[config.mk]
export PLATFORM = sky130hd
export DESIGN_NAME = muxn_skid
export DESIGN_NICKNAME = d
export VERILOG_FILES = /design/src/rtl/muxn_skid.sv
export SDC_FILE = /design/constraint.sdc
export NUM_CORES = 1
export LEC_CHECK = 0
export ABC_AREA = 1
export BUFFER_PORTS_ARGS = -buffer_cell sky130_fd_sc_hd__buf_4
export CAP_MARGIN = 20
export CELL_PAD_IN_SITES_DETAIL_PLACEMENT = 0
export CELL_PAD_IN_SITES_GLOBAL_PLACEMENT = 2
export CORE_ASPECT_RATIO = 0.7
export CORE_UTILIZATION = 24
export CTS_BUF_LIST = sky130_fd_sc_hd__clkbuf_4
export DETAILED_ROUTE_END_ITERATION = 8
export HOLD_SLACK_MARGIN = 0.05
export PLACE_DENSITY = 0.89
export SETUP_SLACK_MARGIN = 0.1
export SLEW_MARGIN = 20
export SYNTH_ARGS = -nofsm -noshare
export SYNTH_HDL_FRONTEND = slang
export SYNTH_SLANG_ARGS = --single-unit
export TNS_END_PERCENT = 5
[constraint.sdc]
create_clock -name clk -period 1.14 [get_ports clk]
set_input_delay 0.171 -clock clk [delete_from_list [all_inputs] [get_ports clk]]
set_output_delay 0.171 -clock clk [all_outputs]
set_load 0.05 [all_outputs]
[src/rtl/muxn_skid.sv]
// N-way BITS-wide selector with a registered output stage and a 2-entry skid buffer.
// Illegal select codes fall back to channel 0 and raise a sticky error flag.
module muxn_skid #(
    parameter int BITS = 16,
    parameter int N    = 3,
    parameter int SELW = 2
) (
    input  logic              clk,
    input  logic              rst,
    input  logic              flush,
    input  logic              in_valid,
    output logic              in_ready,
    input  logic [SELW-1:0]   sel,
    input  logic [N*BITS-1:0] in_bus,
    output logic              out_valid,
    input  logic              out_ready,
    output logic [BITS-1:0]   out_data,
    output logic              sel_err,
    input  logic              err_clr
);

    logic [BITS-1:0] r_out_data;
    logic            r_out_valid;
    logic [BITS-1:0] r_skid_data;
    logic            r_skid_v;
    logic            r_in_ready;
    logic            r_sel_err;

    logic [BITS-1:0] w_chosen;
    logic            w_illegal;
    logic            w_accept;
    logic            w_drain;

    // Codes with no matching channel keep the channel-0 default and flag illegal.
    always_comb begin
        w_chosen  = in_bus[BITS-1:0];
        w_illegal = 1'b1;
        for (int k = 0; k < N; k++) begin
            if (sel == SELW'(k)) begin
                w_chosen  = in_bus[k*BITS +: BITS];
                w_illegal = 1'b0;
            end
        end
    end

    assign w_accept = in_valid & r_in_ready;
    assign w_drain  = r_out_valid & out_ready;

    always_ff @(posedge clk) begin
        if (rst) begin
            r_out_data  <= '0;
            r_out_valid <= 1'b0;
            r_skid_data <= '0;
            r_skid_v    <= 1'b0;
            r_in_ready  <= 1'b1;
            r_sel_err   <= 1'b0;
        end else begin
            if (w_accept && w_illegal) begin
                r_sel_err <= 1'b1;
            end else if (err_clr) begin
                r_sel_err <= 1'b0;
            end

            if (flush) begin
                r_out_valid <= 1'b0;
                r_skid_v    <= 1'b0;
                r_in_ready  <= 1'b1;
            end else if (r_skid_v) begin
                // in_ready is low here, so only a drain can move state.
                if (w_drain) begin
                    r_out_data <= r_skid_data;
                    r_skid_v   <= 1'b0;
                    r_in_ready <= 1'b1;
                end
            end else if (!r_out_valid || w_drain) begin
                if (w_accept) begin
                    r_out_data  <= w_chosen;
                    r_out_valid <= 1'b1;
                end else begin
                    r_out_valid <= 1'b0;
                end
            end else if (w_accept) begin
                r_skid_data <= w_chosen;
                r_skid_v    <= 1'b1;
                r_in_ready  <= 1'b0;
            end
        end
    end

    assign in_ready  = r_in_ready;
    assign out_valid = r_out_valid;
    assign out_data  = r_out_data;
    assign sel_err   = r_sel_err;

endmodule

==> out/qor.txt, run 1 <==
outcome - finished with violations
failing checks - negative setup slack
initial antenna violation count - 0
VDD IR max - 0.000276 V
Final Hold Fails - 0
PortBufs - 74
Worst Tran Pin Value - 0.308 ns
vias per inst - 4.17
Avg Cell Area, Syn - 6.26 sq um
die area - 0.0101 sq mm
core box area - 0.00925 sq mm
GP Congestion - 0.747
commonest register cell after synthesis - dfxtp_1
first-pass GRT wire length - 11300 um
total track usage - 0.145
CP Capture Type - flop
Setup TNS - -0.386 ns
# H-tree levels - 2
Synthesized Nets - 429
Hold Crit Class - in -> reg
I/O pins - 75
Mapped Cells - 373
vias post-DR - 2425
CTS max path bufs - 2
grt ovf - 0
largest net degree at the start of global routing - 33
clk sinks - 36
relative slew slack - 0.795
HPWL after DPL - 5280 um
total CTS buffers - 5
CTS root buf - clkbuf_4
First-pass DRT Iterations - 4
1st-iter DRT viols - 114
post-layout power - 3010 uW
die height - 84.5 um
final period utilization - 1.04
synthesized flop and latch total - 36
skew final - 0.00881 ns
Setup Crit Path Kind - reg -> reg
DR DRC count - 0
synthesized cell area - 0.00233 sq mm
number of global-route vias before repair - 2265
Yosys cell types - 24
antenna fix cells - 0
Leak Pwr - 0.00180 uW
final net count - 512
Starting Density - 0.252
Fillers - 1024
final count of pins violating max slew - 0
hold_ws - 0.104 ns
pwr dens - 916 mW/mm^2
Area growth, synth to finish - 40.7%
Critical Path Fanout Max - 8
CTS tree - yes
Reg clk slew, reported paths - 0.11 ns
number of flops mapped to enable cells by yosys - 0
final setup margin - -0.0480 ns
fin cells - 581
Worst EP required - 1.45 ns
FP Rows - 29
FMAX - 842 MHz
YS warnings - 0
Setup Viol. Count Final - 21
die width - 120 um
WP data arrival - 1.50 ns
Post-Route WL - 7130 um
Tmin final - 1.19 ns
Seq/Total Area, Yosys - 0.309
Post-Place Cells - 568
RSZ-0062 raised after global routing - true
Routed Antenna Nets - 0
Max Cap Violations - 0
startpoint types - flop
async set-reset flop share out of synthesis - 0
worst-skew pair later-pin latency - 0.35 ns
drt wl/cell - 12.3 um
# hold bufs at CTS - 0
layout cell share with drive strength beyond 1 - 0.313
==> through the flow <==
stage	setup WS [ns]	utilization	cell area (sq um)
2_1_floorplan	-0.0644	-	2350
3_3_place_gp	-0.0936	0.331	3060
3_5_place_dp	-0.0650	0.331	3060
4_1_cts	-0.0413	0.346	3200
5_1_grt	-0.118	0.355	3280
6_report	-0.0480	0.355	3280
==> area by class of cell <==
class | instances | area (sq um) | area share
Timing Repair Buffer | 94 | 843 | 0.257
Inverter | 73 | 280 | 0.0853
Sequential cell | 36 | 734 | 0.224
Multi-Input combinational cell | 246 | 1210 | 0.370
Tap cell | 124 | 155 | 0.0472
Clock inverter | 1 | 3.75 | 0.00114
Clock buffer | 7 | 52.6 | 0.0160
==> cell usage after synthesis, types with 7 or more instances <==
master / number / share of area
dfxtp_1: 36 / 0.31
a21oi_1: 16 / 0.034
nand2_1: 118 / 0.19
buf_2: 7 / 0.015
inv_1: 69 / 0.11
or2_1: 14 / 0.038
buf_6: 9 / 0.043
nand3_1: 49 / 0.11
a21oi_2: 17 / 0.064
nor2_1: 19 / 0.031
==> metal layers <==
layer | global-route usage | up-vias | wire (um)
li1 | - | 1292 | -
met1 | 0.213 | 1070 | 3750
met2 | 0.211 | 59 | 2950
met3 | 0.0360 | 4 | 373
met4 | 0.0295 | 0 | 46
met5 | 0 | - | 0
==> cell usage in the layout (no fill, tap or decap), types with 2 or more instances in the layout <==
cell type  count
a21oi_1       15
a21oi_2       18
buf_12         3
buf_4         70
buf_6         18
buf_8          2
clkbuf_4       7
dfxtp_1       31
dfxtp_2        2
dfxtp_4        3
inv_1         68
inv_2          3
nand2_1      117
nand2_4        4
nand3_1       49
nor2_1        15
nor2_2         4
nor2_4         2
or2_1         14
or2_2          2
==> what timing repair did <==
item | 4_1_cts | 5_1_grt
endpoints found under the setup margin | 51 | 52
gates cloned | 0 | 1
pin swaps | 2 | 3
resized for setup | 22 | 12
buffers inserted | 1 | 3
==> worst paths after layout <==
check	from	endpoint	slack (ns)	cells past startpoint
max	in_ready$_SDFFE_PP1P_	r_skid_data[15]$_SDFFE_PP0P_	-0.05	7
min	flush	in_ready$_SDFFE_PP1P_	0.10	3
max reg2reg	in_ready$_SDFFE_PP1P_	r_skid_data[15]$_SDFFE_PP0P_	-0.05	7
min reg2reg	sel_err$_SDFFE_PP0P_	sel_err$_SDFFE_PP0P_	0.52	2
==> cells by family after synthesis <==
kind of cell / after synthesis / share of synthesized area
buffers and inverters: 91 / 0.182
DFF: 36 / 0.309
AOI/OAI and AO/OA: 36 / 0.107
and+or+nand+nor: 210 / 0.402
==> flip-flops by register name (all words and copies together), names as in the netlist <==
signal and flops:
r_skid_data 16, in_ready 1, out_data 16, r_skid_v 1, sel_err 1, out_valid 1
==> worst max-delay path, cell delays in order (launching register included) <==
cell and delay [ns]:
dfxtp_4 0.39, nand2_4 0.07, nor2_4 0.13, nand3_4 0.14, buf_6 0.19, a21oi_2 0.13
nand2_1 0.06, inv_1 0.04
==> report_power, final <==
| group | switching (uW) | internal, uW | total, uW |
|---|---|---|---|
| Clock | 466 | 285 | 751 |
| Combinational | 514 | 396 | 909 |
| Sequential | 38.7 | 1310 | 1350 |
(Power assumes the default switching activity.)
==> run 2, diff against run 1 <==
==> constraint.sdc (replaced) <==
create_clock -name clk -period 1.14 [get_ports clk]
set_input_delay 0.114 -clock clk [delete_from_list [all_inputs] [get_ports clk]]
set_output_delay 0.114 -clock clk [all_outputs]
set_load 0.05 [all_outputs]
==> run 2 against run 1 <==
Net effect:
- the flow still finishes with violations (negative setup slack)
- clock skew hardly changed
- sequential power hardly changed
- maximum frequency is 3.7% higher
- routed wire length is 3.5% lower
- design area down 0.53%
- register-to-register slack improved by 0.04 ns
- critical path type unchanged
- largest cell class unchanged
==> out/qor.txt, run 2 (same netlist as run 1, synthesis figures left out) <==
grt ovf - 0 (unchanged)
vias post-DR - 2372 (-2.2%)
fin cells - 579 (-0.34%)
Setup Viol. Count Final - 5 (-76%)
Fillers - 1045 (+2.1%)
vias per inst - 4.10 (-1.8%)
# H-tree levels - 2 (unchanged)
Worst Hold End - in_ready$_SDFFE_PP1P_
Hold Crit Class - in -> reg
largest net degree at the start of global routing - 33 (unchanged)
combinational share of power - 0.282 (-0.020)
sw frac - 0.322 (-0.0167)
VDD IR max - 0.000413 V (+50%)
Starting Density - 0.252 (unchanged)
relative slew slack - 0.795 (about the same)
1st-iter DRT viols - 85 (-25%)
final period utilization - 1.00 (-0.0373)
area of the multi-input gates - 0.00121 sq mm (-0.41%)
First-pass DRT Iterations - 4 (unchanged)
drt wl/cell - 11.9 um (-3.2%)
PortBufs - 74 (unchanged)
pwr dens - 965 mW/mm^2 (+5.4%)
Post-Place Cells - 568 (unchanged)
net load switching power - 1010 uW (-0.36%)
Clock power frac - 0.291 (+0.041)
FP Rows - 29 (unchanged)
number of global-route vias before repair - 2270 (+0.22%)
Reg clk slew, reported paths - 0.11 ns (about the same)
CTS root buf - clkbuf_4
I/O pins - 75 (unchanged)
CTS tree - yes
outcome - finished with violations
most common cell after layout, fill and taps aside - nand2_1
die area - 0.0101 sq mm (unchanged)
Int Pwr - 2140 uW (+7.4%)
Post-Route WL - 6880 um (-3.5%)
Storage cell area - 733 sq um (-0.17%)
GP Congestion - 0.733 (-1.8%)
worst-skew pair later-pin latency - 0.35 ns (about the same)
Final Hold Fails - 0 (unchanged)
initial antenna violation count - 0 (unchanged)
most frequent cells in the layout - nand2_1 (117), inv_1 (68), buf_4 (67), nand3_1 (49), dfxtp_1 (32)
Area growth, synth to finish - 39.9%
first-pass GRT wire length - 11600 um (+2.9%)
layout cell share with drive strength beyond 1 - 0.303 (-0.00961)
clk sinks - 36 (unchanged)
FMAX - 873 MHz (+3.7%)
WP data arrival - 1.40 ns (-0.10 ns)
RSZ-0062 raised after global routing - true
HPWL after DPL - 5300 um (+0.33%)
antenna fix cells - 0 (unchanged)
Routed Antenna Nets - 0 (unchanged)
Worst EP required - 1.40 ns (-0.05 ns)
failing checks - negative setup slack
Leak Pwr - 0.00178 uW (-0.88%)
Critical Path Fanout Max - 18 (+10)
Worst Tran Pin Value - 0.308 ns (-0.000583 ns)
final setup margin - -0.00548 ns (+0.0426 ns)
die width - 120 um (unchanged)
startpoint types - flop
total CTS buffers - 5 (unchanged)
Reg-to-Reg End - out_data[4]$_SDFFE_PP0P_
core box area - 0.00925 sq mm (unchanged)
Worst R2R Start - out_valid$_SDFFE_PP0P_
Core Util, Final - 0.353 (-0.00189)
final net count - 510 (-0.39%)
DR DRC count - 0 (unchanged)
Setup Crit Path Kind - reg -> reg
die height - 84.5 um (unchanged)
R2R Setup Slk - -0.005 ns (+0.04 ns)
Worst R2R Path Depth - 8 (+1)
Tmin final - 1.15 ns (-0.0426 ns)
total track usage - 0.147 (+0.00217)
Hold Crit Depth - 3 (unchanged)
CTS max path bufs - 2 (unchanged)
Max Cap Violations - 0 (unchanged)
Seq pwr share - 0.427 (-0.021)
hold wc startpoint - out_ready
skew final - 0.00844 ns (-0.000377 ns)
final count of pins violating max slew - 0 (unchanged)
CP Capture Type - flop
[run 2: changes by cell type in the layout (fill, tap and decap cells not counted)]
cell           previous run  this run
a21boi_0                  0         1
a21boi_1                  1         0
buf_4                    70        67
buf_6                    18        20
buf_8                     2         1
bufinv_16                 0         1
clkbuf_16                 1         0
clkbuf_4                  7         5
clkinv_1                  1         2
dfxtp_1                  31        32
dfxtp_2                   2         1
dlygate4sd3_1             0         1
nand2_2                   1         2
nand2_4                   4         3
[run 2: final cells by class]
class / count / share of cell area
Clock buffer: 5 / 0.0115
Clock inverter: 3 / 0.0115
Inverter: 73 / 0.0858
Multi-Input combinational cell: 246 / 0.370
Sequential cell: 36 / 0.224
Tap cell: 124 / 0.0475
Timing Repair Buffer: 92 / 0.249
[run 2: worst max-delay path by stage]
stage,from,end,slack (ns),cells after the start
2_1_floorplan,out_valid$_SDFFE_PP0P_,r_skid_data[10]$_SDFFE_PP0P_,-0.06,8
5_1_grt,in_ready$_SDFFE_PP1P_,r_skid_data[10]$_SDFFE_PP0P_,-0.11,7
3_3_place_gp,in_ready$_SDFFE_PP1P_,r_skid_data[7]$_SDFFE_PP0P_,-0.02,7
6_report,out_valid$_SDFFE_PP0P_,out_data[4]$_SDFFE_PP0P_,-0.005,8
3_5_place_dp,r_skid_v$_SDFF_PP0_,out_data[15]$_SDFFE_PP0P_,-0.08,6
4_1_cts,in_ready$_SDFFE_PP1P_,r_skid_data[1]$_SDFFE_PP0P_,-0.04,7
[run 2: per-stage QoR]
step	hold slack [ns]	setup slack, ns	TNS (ns)	cell area [sq um]	total power (uW)
floorplan	0.259	-0.0644	-1.26	2350	1890
global placement	0.385	-0.0180	-0.0749	3060	2230
detailed placement	0.388	-0.0776	-1.13	3060	2230
CTS	0.0665	-0.0364	-0.362	3220	3180
global route	0.0796	-0.111	-2.24	3270	3350
finish	0.0761	-0.00548	-0.0165	3270	3150
[run 2: power by group through the flow]
stage | Sequential (uW) | Clock (uW) | Combinational, uW
6_report | 1350 | 919 | 888
3_5_place_dp | 1370 | 0 | 857
4_1_cts | 1350 | 951 | 888
2_1_floorplan | 1530 | 0 | 367
5_1_grt | 1350 | 1020 | 975
3_3_place_gp | 1370 | 0 | 856
[run 2: timing repair]
item,4_1_cts,5_1_grt
pin swaps,4,1
hold buffers,1,0
hold endpoints to repair,3,0
gates resized for setup,22,9
buffers inserted,0,2
endpoints found under the setup margin,47,51
[run 2: metal layers]
metal	part of all wire	wire length [um]	vias to the layer above	track usage
met5	0	0	-	0
met1	0.52	3580	1014	0.217
met4	0.0092	63	0	0.0375
li1	-	-	1288	-
met3	0.064	440	8	0.0346
met2	0.41	2790	62	0.211
[run 2: critical path, cell delays in order (launching register included)]
cell and delay [ns]:
dfxtp_4 0.36, buf_4 0.13, nand2_1 0.07, nand2_2 0.07, nand2_2 0.11, buf_12 0.16, nand2_1 0.05, nand2_1 0.07
a21oi_2 0.03
